$ cat config.mk
export PLATFORM = sky130hd
export DESIGN_NAME = sr_tcam_writer
export DESIGN_NICKNAME = d
export VERILOG_FILES = /design/src/rtl/sr_tcam_pkg.sv /design/src/rtl/sr_tcam_rowgen.sv /design/src/rtl/sr_tcam_writer.sv
export SDC_FILE = /design/constraint.sdc
export NUM_CORES = 1
export LEC_CHECK = 0
export CORE_UTILIZATION = 45
export CTS_BUF_LIST = sky130_fd_sc_hd__clkbuf_8
export CTS_CLUSTER_SIZE = 10
export DETAILED_ROUTE_END_ITERATION = 12
export PLACE_DENSITY = 0.72
export SLEW_MARGIN = 0
export SYNTH_ARGS = -nofsm -noshare
export SYNTH_HDL_FRONTEND = slang
export SYNTH_HIERARCHICAL = 1
export SYNTH_SLANG_ARGS = --single-unit
$ cat constraint.sdc
create_clock -name clk -period 3.9 [get_ports clk]
set_input_delay 0.975 -clock clk [delete_from_list [all_inputs] [get_ports clk]]
set_output_delay 0.975 -clock clk [all_outputs]
set_load 0.1 [all_outputs]
$ cat src/rtl/sr_tcam_pkg.sv
// Shared constants, op encodings and FSM state type for the TCAM rule writer.
package sr_tcam_pkg;

    localparam int unsigned KEY_W   = 144;
    localparam int unsigned ENTRIES = 256;
    localparam int unsigned ENT_W   = 8;
    localparam int unsigned NUM_BLK = KEY_W / 2;
    localparam int unsigned BLK_W   = 7;
    localparam int unsigned IDX_W   = BLK_W + 1;

    localparam logic OP_INSERT = 1'b0;
    localparam logic OP_DELETE = 1'b1;

    typedef enum logic [1:0] {
        ST_IDLE  = 2'd0,
        ST_WRITE = 2'd1,
        ST_DONE  = 2'd2
    } state_t;

endpackage

$ cat src/rtl/sr_tcam_rowgen.sv
// Maps one 2-bit ternary slice (value, care-mask) to the 4 row bits of its block column.
module sr_tcam_rowgen
    import sr_tcam_pkg::*;
(
    input  logic       op,
    input  logic [1:0] v,
    input  logic [1:0] m,
    output logic [3:0] bits_c
);

    // Row r matches when it agrees with v on every cared-for bit; delete clears all rows.
    always_comb begin
        bits_c = 4'b0000;
        if (op == OP_INSERT) begin
            for (int r = 0; r < 4; r++) begin
                bits_c[r] = (((2'(r) ^ v) & m) == 2'b00);
            end
        end
    end

endmodule

$ cat src/rtl/sr_tcam_writer.sv
// Rule-update engine: rewrites one entry column across all 72 CAM blocks, one block per clock.
module sr_tcam_writer
    import sr_tcam_pkg::*;
(
    input  logic               clk,
    input  logic               rst_n,
    input  logic               wr_valid,
    output logic               wr_ready,
    input  logic               wr_op,
    input  logic [ENT_W-1:0]   wr_entry,
    input  logic [KEY_W-1:0]   wr_value,
    input  logic [KEY_W-1:0]   wr_mask,
    output logic               mem_we,
    output logic [BLK_W-1:0]   mem_blk,
    output logic [ENT_W-1:0]   mem_col,
    output logic [3:0]         mem_bits,
    output logic               busy,
    output logic               done
);

    state_t             state, state_n;
    logic [BLK_W-1:0]   cnt, cnt_n;
    logic               op_q, op_n;
    logic [ENT_W-1:0]   entry_q, entry_n;
    logic [KEY_W-1:0]   value_q, value_n;
    logic [KEY_W-1:0]   mask_q, mask_n;
    logic [IDX_W-1:0]   base;
    logic [3:0]         bits_c;

    always_ff @(posedge clk or negedge rst_n) begin
        if (!rst_n) state <= ST_IDLE;
        else        state <= state_n;
    end

    // Next state, block counter and request latch; inputs only sampled when accepted in IDLE.
    always_comb begin
        state_n = state;
        cnt_n   = cnt;
        op_n    = op_q;
        entry_n = entry_q;
        value_n = value_q;
        mask_n  = mask_q;
        unique case (state)
            ST_IDLE: begin
                if (wr_valid && wr_ready) begin
                    op_n    = wr_op;
                    entry_n = wr_entry;
                    value_n = wr_value;
                    mask_n  = wr_mask;
                    cnt_n   = '0;
                    state_n = ST_WRITE;
                end
            end
            ST_WRITE: begin
                if (cnt == BLK_W'(NUM_BLK - 1)) state_n = ST_DONE;
                else                            cnt_n   = cnt + BLK_W'(1);
            end
            ST_DONE:  state_n = ST_IDLE;
            default:  state_n = ST_IDLE;
        endcase
    end

    // Row bits are generated for the block that will be on the bus next cycle.
    assign base = {cnt_n, 1'b0};

    sr_tcam_rowgen u_rowgen (
        .op     (op_n),
        .v      (value_n[base +: 2]),
        .m      (mask_n[base +: 2]),
        .bits_c (bits_c)
    );

    always_ff @(posedge clk or negedge rst_n) begin
        if (!rst_n) begin
            cnt      <= '0;
            op_q     <= OP_INSERT;
            entry_q  <= '0;
            value_q  <= '0;
            mask_q   <= '0;
            wr_ready <= 1'b1;
            mem_we   <= 1'b0;
            mem_blk  <= '0;
            mem_col  <= '0;
            mem_bits <= '0;
            busy     <= 1'b0;
            done     <= 1'b0;
        end else begin
            cnt      <= cnt_n;
            op_q     <= op_n;
            entry_q  <= entry_n;
            value_q  <= value_n;
            mask_q   <= mask_n;
            wr_ready <= (state_n == ST_IDLE);
            mem_we   <= (state_n == ST_WRITE);
            mem_blk  <= cnt_n;
            mem_col  <= entry_n;
            mem_bits <= (state_n == ST_WRITE) ? bits_c : 4'b0000;
            busy     <= (state_n == ST_WRITE);
            done     <= (state_n == ST_DONE);
        end
    end

endmodule

Word-level counts from Yosys, hierarchy flattened
Cells that the tools add are included.
{"block": "op_classes", "n_eq_ne": 4, "mux": 14, "add_sub_neg": 1, "n_shift": 2, "n_reduce_logical": 8, "n_bitwise": 7}
{"op": "144-bit 2-to-1 mux", "count": 4}
{"op": "144-bit by 9-bit indexed part select with 2-bit output", "count": 2}
{"op": "7-bit 2-to-1 mux", "count": 2}
{"op": "7-bit one-hot mux with 2 select lines", "count": 1}
{"op": "2-bit logical NOT", "count": 6}
{"op": "2-bit AND", "count": 4}
{"op": "4-bit 2-to-1 mux", "count": 2}
{"op": "7-bit by 1-bit adder with 7-bit output, second input constant", "count": 1}
{"op": "7-bit equality test, second input constant", "count": 1}
{"op": "2-bit by 1-bit equality test with 1-bit output, second input constant", "count": 2}
{"op": "2-bit 2-to-1 mux", "count": 2}
{"op": "2-bit one-hot mux with 2 select lines", "count": 1}
{"op": "2-bit equality test, second input constant", "count": 1}
{"op": "1-bit 2-to-1 mux", "count": 2}
{"op": "1-bit inverter", "count": 2}
{"op": "2-bit inverter", "count": 1}
{"op": "2-bit AND reduction", "count": 1}
{"op": "1-bit logical AND", "count": 1}
{"block": "word_totals", "register_bits": 313, "output_inout_bits": 23}

Depth between registers and ports, before layout
{"block": "logic_depth", "word_depth": 9, "mapped_depth": 17, "depth_no_buf": 14}

By module
Netlist, hierarchy kept.
{"mod": "sr_tcam_writer", "instances": 1, "cells_per_inst": 1458, "area_each_um2": 14526.4}
{"mod": "sr_tcam_rowgen", "instances": 1, "cells_per_inst": 7, "area_each_um2": 65.1}

Worst setup path before layout
Ideal clock, no wire load.
{"block": "synth_path", "path_type": "register -> register", "from": "register cnt[6]", "to": "register mem_bits[1]", "t_arrival_ns": 3.860, "slack_ns": -0.079, "setup_time_ns": 0.119, "path_stages_with_launch": 17, "required_time_ns": 3.781, "path_cell_list": "dfrtp_1 > or4b_1 > buf_2 > or3_1 > and3_1 > buf_6 > inv_6 > buf_6 > nor2_1 > a311oi_1 > nor3_1 > or3_1 > a211o_1 > o211ai_1 > nor2b_2 > nor2_1 > and2_1"}
{"block": "synth_via", "elab_chain_cells": 9, "elab_cells_between_ends": 15, "classes_between": "1 x add/sub; 2 x eq/ne; 2 x shift; 7 x mux; 2 x bitwise; 1 x reduce/logical"}
{"item": "start: declaration", "line": "sr_tcam_writer.sv:22", "source": "logic [BLK_W-1:0] cnt, cnt_n;"}
{"item": "start signal: assignment", "line": "sr_tcam_writer.sv:88", "source": "cnt <= cnt_n;"}
{"item": "7-bit by 1-bit adder with 7-bit output or 7-bit equality test (tied branches)", "line": "sr_tcam_writer.sv:56, sr_tcam_writer.sv:55"}
{"item": "7-bit 2-to-1 mux", "line": "sr_tcam_writer.sv:55", "source": "if (cnt == BLK_W'(NUM_BLK - 1)) state_n = ST_DONE;"}
{"item": "7-bit one-hot mux with 2 select lines (*)", "line": "sr_tcam_writer.sv:43", "source": "unique case (state)"}
{"item": "144-bit by 9-bit indexed part select with 2-bit output", "line": "sr_tcam_writer.sv:68", "source": ".v (value_n[base +: 2]),"}
{"item": "1-bit inverter (no source line)"}
{"item": "2-bit AND (*)", "line": "sr_tcam_rowgen.sv:16", "source": "bits_c[r] = (((2'(r) ^ v) & m) == 2'b00);"}
{"item": "2-bit logical NOT (*)", "line": "sr_tcam_rowgen.sv:16"}
{"item": "4-bit 2-to-1 mux (*)", "line": "sr_tcam_rowgen.sv:14", "source": "if (op == OP_INSERT) begin"}
{"item": "via bits_c[1]", "line": "sr_tcam_writer.sv:28", "source": "logic [3:0] bits_c;"}
{"item": "4-bit 2-to-1 mux (*)", "line": "sr_tcam_writer.sv:97", "source": "mem_bits <= (state_n == ST_WRITE) ? bits_c : 4'b0000;"}
{"item": "end signal: assignment", "line": "sr_tcam_writer.sv:97"}
{"item": "end: declaration", "line": "sr_tcam_writer.sv:16", "source": "output logic [3:0] mem_bits,"}
Mark *: on every way through the listed nets, which the timed path passes. The rest lies on a longest branch.
A chain may end at the register's enable or synchronous reset.

Final worst setup path
{"block": "layout_path", "from": "register cnt[4]", "to": "register mem_bits[2]"}
The elaborated chain is that of the path after synthesis.

==> run_summary.xml <==
<?xml version="1.0" encoding="UTF-8"?>
<metrics>
  <group name="yosys">
    <metric name="syn_area_per_cell" unit="um^2">9.960</metric>
    <metric name="post_synthesis_sequential_element_count" unit="">313</metric>
    <metric name="syn-num-nets" unit="">1766</metric>
    <metric name="combinational_family_with_the_most_area_after_synthesis" unit="">simple AND/OR/NAND/NOR gates</metric>
    <metric name="register_area_share_after_synthesis" unit="">0.5369</metric>
    <metric name="synth_simple_gate_area_share" unit="">0.2022</metric>
    <metric name="synth_top_cells_by_count" unit="">sky130_fd_sc_hd__nand2_1, sky130_fd_sc_hd__dfrtp_1, sky130_fd_sc_hd__nor2_1, sky130_fd_sc_hd__mux2_2, sky130_fd_sc_hd__nor3_1</metric>
    <metric name="post_synth_edffs" unit="">0</metric>
    <metric name="ys_async_sr_fraction" unit="">1.000</metric>
    <metric name="synth_top_cells_by_area" unit="">sky130_fd_sc_hd__dfrtp_1, sky130_fd_sc_hd__mux2_2, sky130_fd_sc_hd__nand2_1, sky130_fd_sc_hd__nor2_1, sky130_fd_sc_hd__mux2i_1</metric>
    <metric name="post_synth_inst_count" unit="">1465</metric>
    <metric name="synthXorXnorAreaFrac" unit="">0.0006002</metric>
    <metric name="ys.flop_type" unit="">sky130_fd_sc_hd__dfrtp_1</metric>
    <metric name="synth-adder-area-share" unit="">0.0008575</metric>
    <metric name="synth_top_area_cell" unit="">sky130_fd_sc_hd__dfrtp_1</metric>
    <metric name="yosysWarningCount" unit="">6</metric>
    <metric name="post-synth-top-area-fraction" unit="">0.5351</metric>
    <metric name="ys_types" unit="">55</metric>
    <metric name="yosysMostFrequentCell" unit="">sky130_fd_sc_hd__nand2_1</metric>
    <metric name="post_synth_instance_area" unit="um^2">14590</metric>
    <metric name="synth_compound_gate_area_share" unit="">0.04810</metric>
    <metric name="synth.area.mux_share" unit="">0.1802</metric>
  </group>
  <group name="clocking">
    <metric name="max_root_sink_buffers" unit="">3</metric>
    <metric name="clk-insertion-delay-late" unit="ns">0.56</metric>
    <metric name="clock_sinks" unit="">313</metric>
    <metric name="clk_pin_slew_worst_paths" unit="ns">0.06</metric>
    <metric name="cts_root_buffer" unit="">sky130_fd_sc_hd__clkbuf_8</metric>
    <metric name="ctsHtreeMaxLevel" unit="">2</metric>
    <metric name="postCtsHoldBufs" unit="">0</metric>
    <metric name="tritoncts_clock_tree" unit="">done</metric>
    <metric name="cts-buffers-inserted" unit="">52</metric>
  </group>
  <group name="routing">
    <metric name="drt_first_iter_violations" unit="">852</metric>
    <metric name="routed_wirelength" unit="um">45040</metric>
    <metric name="detail_route.first_pass.iterations" unit="">6</metric>
    <metric name="route.detailed.wl_per_inst" unit="um">19.22</metric>
    <metric name="route.antenna.remaining_nets" unit="">0</metric>
    <metric name="dr_total_vias" unit="">12450</metric>
    <metric name="drc" unit="">0</metric>
    <metric name="detail_route.vias_per_cell" unit="">5.314</metric>
  </group>
  <group name="floorplanning">
    <metric name="initial_core_util" unit="">0.4600</metric>
    <metric name="design.die.area" unit="um^2">33150</metric>
    <metric name="floorplan.die.width" unit="um">182.1</metric>
    <metric name="std_cell_rows" unit="">65</metric>
    <metric name="core_region_area" unit="um^2">31720</metric>
    <metric name="die_h" unit="um">182.1</metric>
    <metric name="boundaryPins" unit="">323</metric>
  </group>
  <group name="setup_path">
    <metric name="critPathCapture" unit="">mem_bits[2]</metric>
    <metric name="setup.worst_path.end_class" unit="">flip-flop</metric>
    <metric name="cp.required" unit="ns">4.35</metric>
    <metric name="start_kind" unit="">flip-flop</metric>
    <metric name="critical_path.reg2reg.endpoint" unit="">mem_bits[2]</metric>
    <metric name="worst-path-max-fanout" unit="">17</metric>
    <metric name="worst-endpoint-arrival" unit="ns">4.19</metric>
    <metric name="timing.rr.start" unit="">cnt[4]</metric>
    <metric name="regToRegSetupSlack" unit="ns">0.17</metric>
    <metric name="crit_type" unit="">flip-flop to flip-flop</metric>
    <metric name="worstSetupStartpoint" unit="">cnt[4]</metric>
    <metric name="r2r_cells" unit="">15</metric>
  </group>
  <group name="placement">
    <metric name="placer_congestion_estimate" unit="">0.9041</metric>
    <metric name="place.detailed.instances" unit="">2245</metric>
    <metric name="hpwlAfterDp" unit="um">33820</metric>
    <metric name="dpl_cell_area" unit="um^2">19370</metric>
    <metric name="io_buffers" unit="">322</metric>
  </group>
  <group name="global_route">
    <metric name="number_of_antenna_violations_at_the_first_check_in_global_routing" unit="">4</metric>
    <metric name="grt_pass1_vias" unit="">12980</metric>
    <metric name="grt.overflow.total" unit="">0</metric>
    <metric name="grt_max_degree" unit="">109</metric>
    <metric name="grt_util_all_layers" unit="">0.2759</metric>
    <metric name="first_pass_grt_wire_length" unit="um">71130</metric>
  </group>
  <group name="timing">
    <metric name="timing.final.setup_violations" unit="">0</metric>
    <metric name="final_max_slew_viol_count" unit="">0</metric>
    <metric name="fin_tns_setup" unit="ns">0</metric>
    <metric name="fin_skew" unit="ns">0.01238</metric>
    <metric name="worst_slew_margin_rel" unit="">0.2737</metric>
    <metric name="fmax" unit="MHz">268.0</metric>
    <metric name="finalHoldWorstSlack" unit="ns">0.4657</metric>
    <metric name="final_hold_viol_count" unit="">0</metric>
    <metric name="fin_crit" unit="ns">3.731</metric>
    <metric name="final_min_period_over_clock_period" unit="">0.9567</metric>
    <metric name="worst_slew_pin_slew" unit="ns">1.086</metric>
    <metric name="unrepaired_setup_endpoints_after_global_routing" unit="">no</metric>
  </group>
  <group name="finish">
    <metric name="nets" unit="">2199</metric>
    <metric name="final_area" unit="um^2">20620</metric>
    <metric name="drive_gt1_frac" unit="">0.2326</metric>
    <metric name="layout-area-overhead-vs-synth" unit="%">41.30</metric>
    <metric name="nFillCells" unit="">2511</metric>
    <metric name="layout.cells.non_filler" unit="">2343</metric>
  </group>
  <group name="power_and_ir_drop">
    <metric name="leakage" unit="nW">9.555</metric>
    <metric name="peakVddDrop" unit="V">0.0006840</metric>
    <metric name="total_power" unit="W">0.01978</metric>
    <metric name="power-per-cell-area" unit="nW/um^2">959.5</metric>
  </group>
  <group name="hold_path">
    <metric name="hold_path_class" unit="">primary input to asynchronous set/reset pin</metric>
  </group>
  <group name="outcome">
    <metric name="status" unit="">finished clean</metric>
  </group>
  <group name="run">
    <metric name="drv_cap" unit="">0</metric>
  </group>
</metrics>
-- stage by stage --
stage | util | worst slack [ns]
after floorplan | - | 0.004611
after global placement | 0.6108 | -0.3759
after detailed placement | 0.6108 | -0.4000
after CTS | 0.6489 | 0.06724
after global routing | 0.6499 | 0.02291
final | 0.6500 | 0.1689
-- how the worst min path moves through the flow --
stage / from / endpoint / slack, ns / cells past startpoint
after CTS: mask_q[30] / mask_q[30] / 0.47 / 2
after detailed placement: value_q[141] / value_q[141] / 0.46 / 2
after floorplan: mask_q[13] / mask_q[13] / 0.44 / 2
final: rst_n / entry_q[4] / 0.47 / 1
after global routing: mask_q[53] / mask_q[53] / 0.48 / 2
after global placement: mask_q[22] / mask_q[22] / 0.45 / 2
-- registers in the layout, summed over array words and instances (netlist names), 2 cells and up --
name	flops
cnt	7
entry_q	8
mask_q	144
mem_bits	4
state	2
value_q	144
-- cells by family after synthesis --
kind of cell / count (synthesis)
flops: 313
mux: 238
fa+ha+maj: 1
buf+inv: 97
xor+xnor: 1
simple gates: 714
compound gates: 101
-- worst max-delay path, stage by stage, from the launching register on --
cell and delay (ns):
sky130_fd_sc_hd__dfrtp_2 0.43, sky130_fd_sc_hd__or4b_4 0.57, sky130_fd_sc_hd__or3_1 0.38, sky130_fd_sc_hd__and3_4 0.20
sky130_fd_sc_hd__inv_6 0.19, sky130_fd_sc_hd__buf_12 0.17, sky130_fd_sc_hd__nor2_1 0.04, sky130_fd_sc_hd__or3_1 0.31
sky130_fd_sc_hd__o211ai_1 0.10, sky130_fd_sc_hd__o31ai_1 0.15, sky130_fd_sc_hd__a211oi_1 0.37, sky130_fd_sc_hd__buf_4 0.18
sky130_fd_sc_hd__a211o_1 0.14, sky130_fd_sc_hd__nor2b_4 0.17, sky130_fd_sc_hd__a211oi_2 0.05, sky130_fd_sc_hd__and2_1 0.15
-- layout make-up --
type                       instances  area (um^2)  area share
sequential                       313         7839      0.3802
multi-input combinational       1055         6362      0.3086
timing repair buffer             472         4682      0.2271
clock buffer                      73         1005     0.04873
tap                              402        503.0     0.02440
clock inverter                    22        201.4    0.009771
inverter                           4        20.02   0.0009710
antenna                            2        5.005   0.0002427
-- report_power, final --
| part | switching (W) | internal [W] |
|---|---|---|
| clock network | 0.00132 | 0.00193 |
| registers | 0.000492 | 0.00485 |
| logic | 0.00632 | 0.00487 |
| total | 0.00813 | 0.0116 |
-- layer usage --
layer / track usage / vias up / wire, um
met3: 0.07104 / 92 / 3722
met1: 0.3580 / 6016 / 18720
met5: 0 / - / 27
li1: - / 5845 / -
met4: 0.08840 / 4 / 1329
met2: 0.4521 / 494 / 21240
-- cells in the final DEF (no fill, tap or decap), types with 3 or more instances in the layout --
cell type,instances
sky130_fd_sc_hd__nand2_1,377
sky130_fd_sc_hd__clkdlybuf4s50_1,312
sky130_fd_sc_hd__dfrtp_1,308
sky130_fd_sc_hd__nor2_1,186
sky130_fd_sc_hd__mux2_2,177
sky130_fd_sc_hd__buf_4,131
sky130_fd_sc_hd__nor3_1,89
sky130_fd_sc_hd__clkbuf_8,73
sky130_fd_sc_hd__mux2i_1,56
sky130_fd_sc_hd__buf_12,28
sky130_fd_sc_hd__o21ai_0,27
sky130_fd_sc_hd__or3_1,20
sky130_fd_sc_hd__o211ai_1,18
sky130_fd_sc_hd__nand3_1,15
sky130_fd_sc_hd__inv_1,12
sky130_fd_sc_hd__a311oi_1,7
sky130_fd_sc_hd__clkinv_2,7
sky130_fd_sc_hd__a21oi_1,6
sky130_fd_sc_hd__a21o_1,6
sky130_fd_sc_hd__o22ai_1,5
sky130_fd_sc_hd__and2_1,5
sky130_fd_sc_hd__o311ai_0,4
sky130_fd_sc_hd__or2_2,4
sky130_fd_sc_hd__a211o_1,4
sky130_fd_sc_hd__bufinv_16,4
sky130_fd_sc_hd__dfrtp_2,4
sky130_fd_sc_hd__and3_1,3
sky130_fd_sc_hd__mux2i_2,3
sky130_fd_sc_hd__a31oi_1,3
-- what timing repair did --
| item | CTS | global route |
|---|---|---|
| setup endpoints to repair | 0 | 4 |
| setup buffers | 0 | 1 |
| gates resized for setup | 0 | 3 |
(Power assumes the default switching activity.)
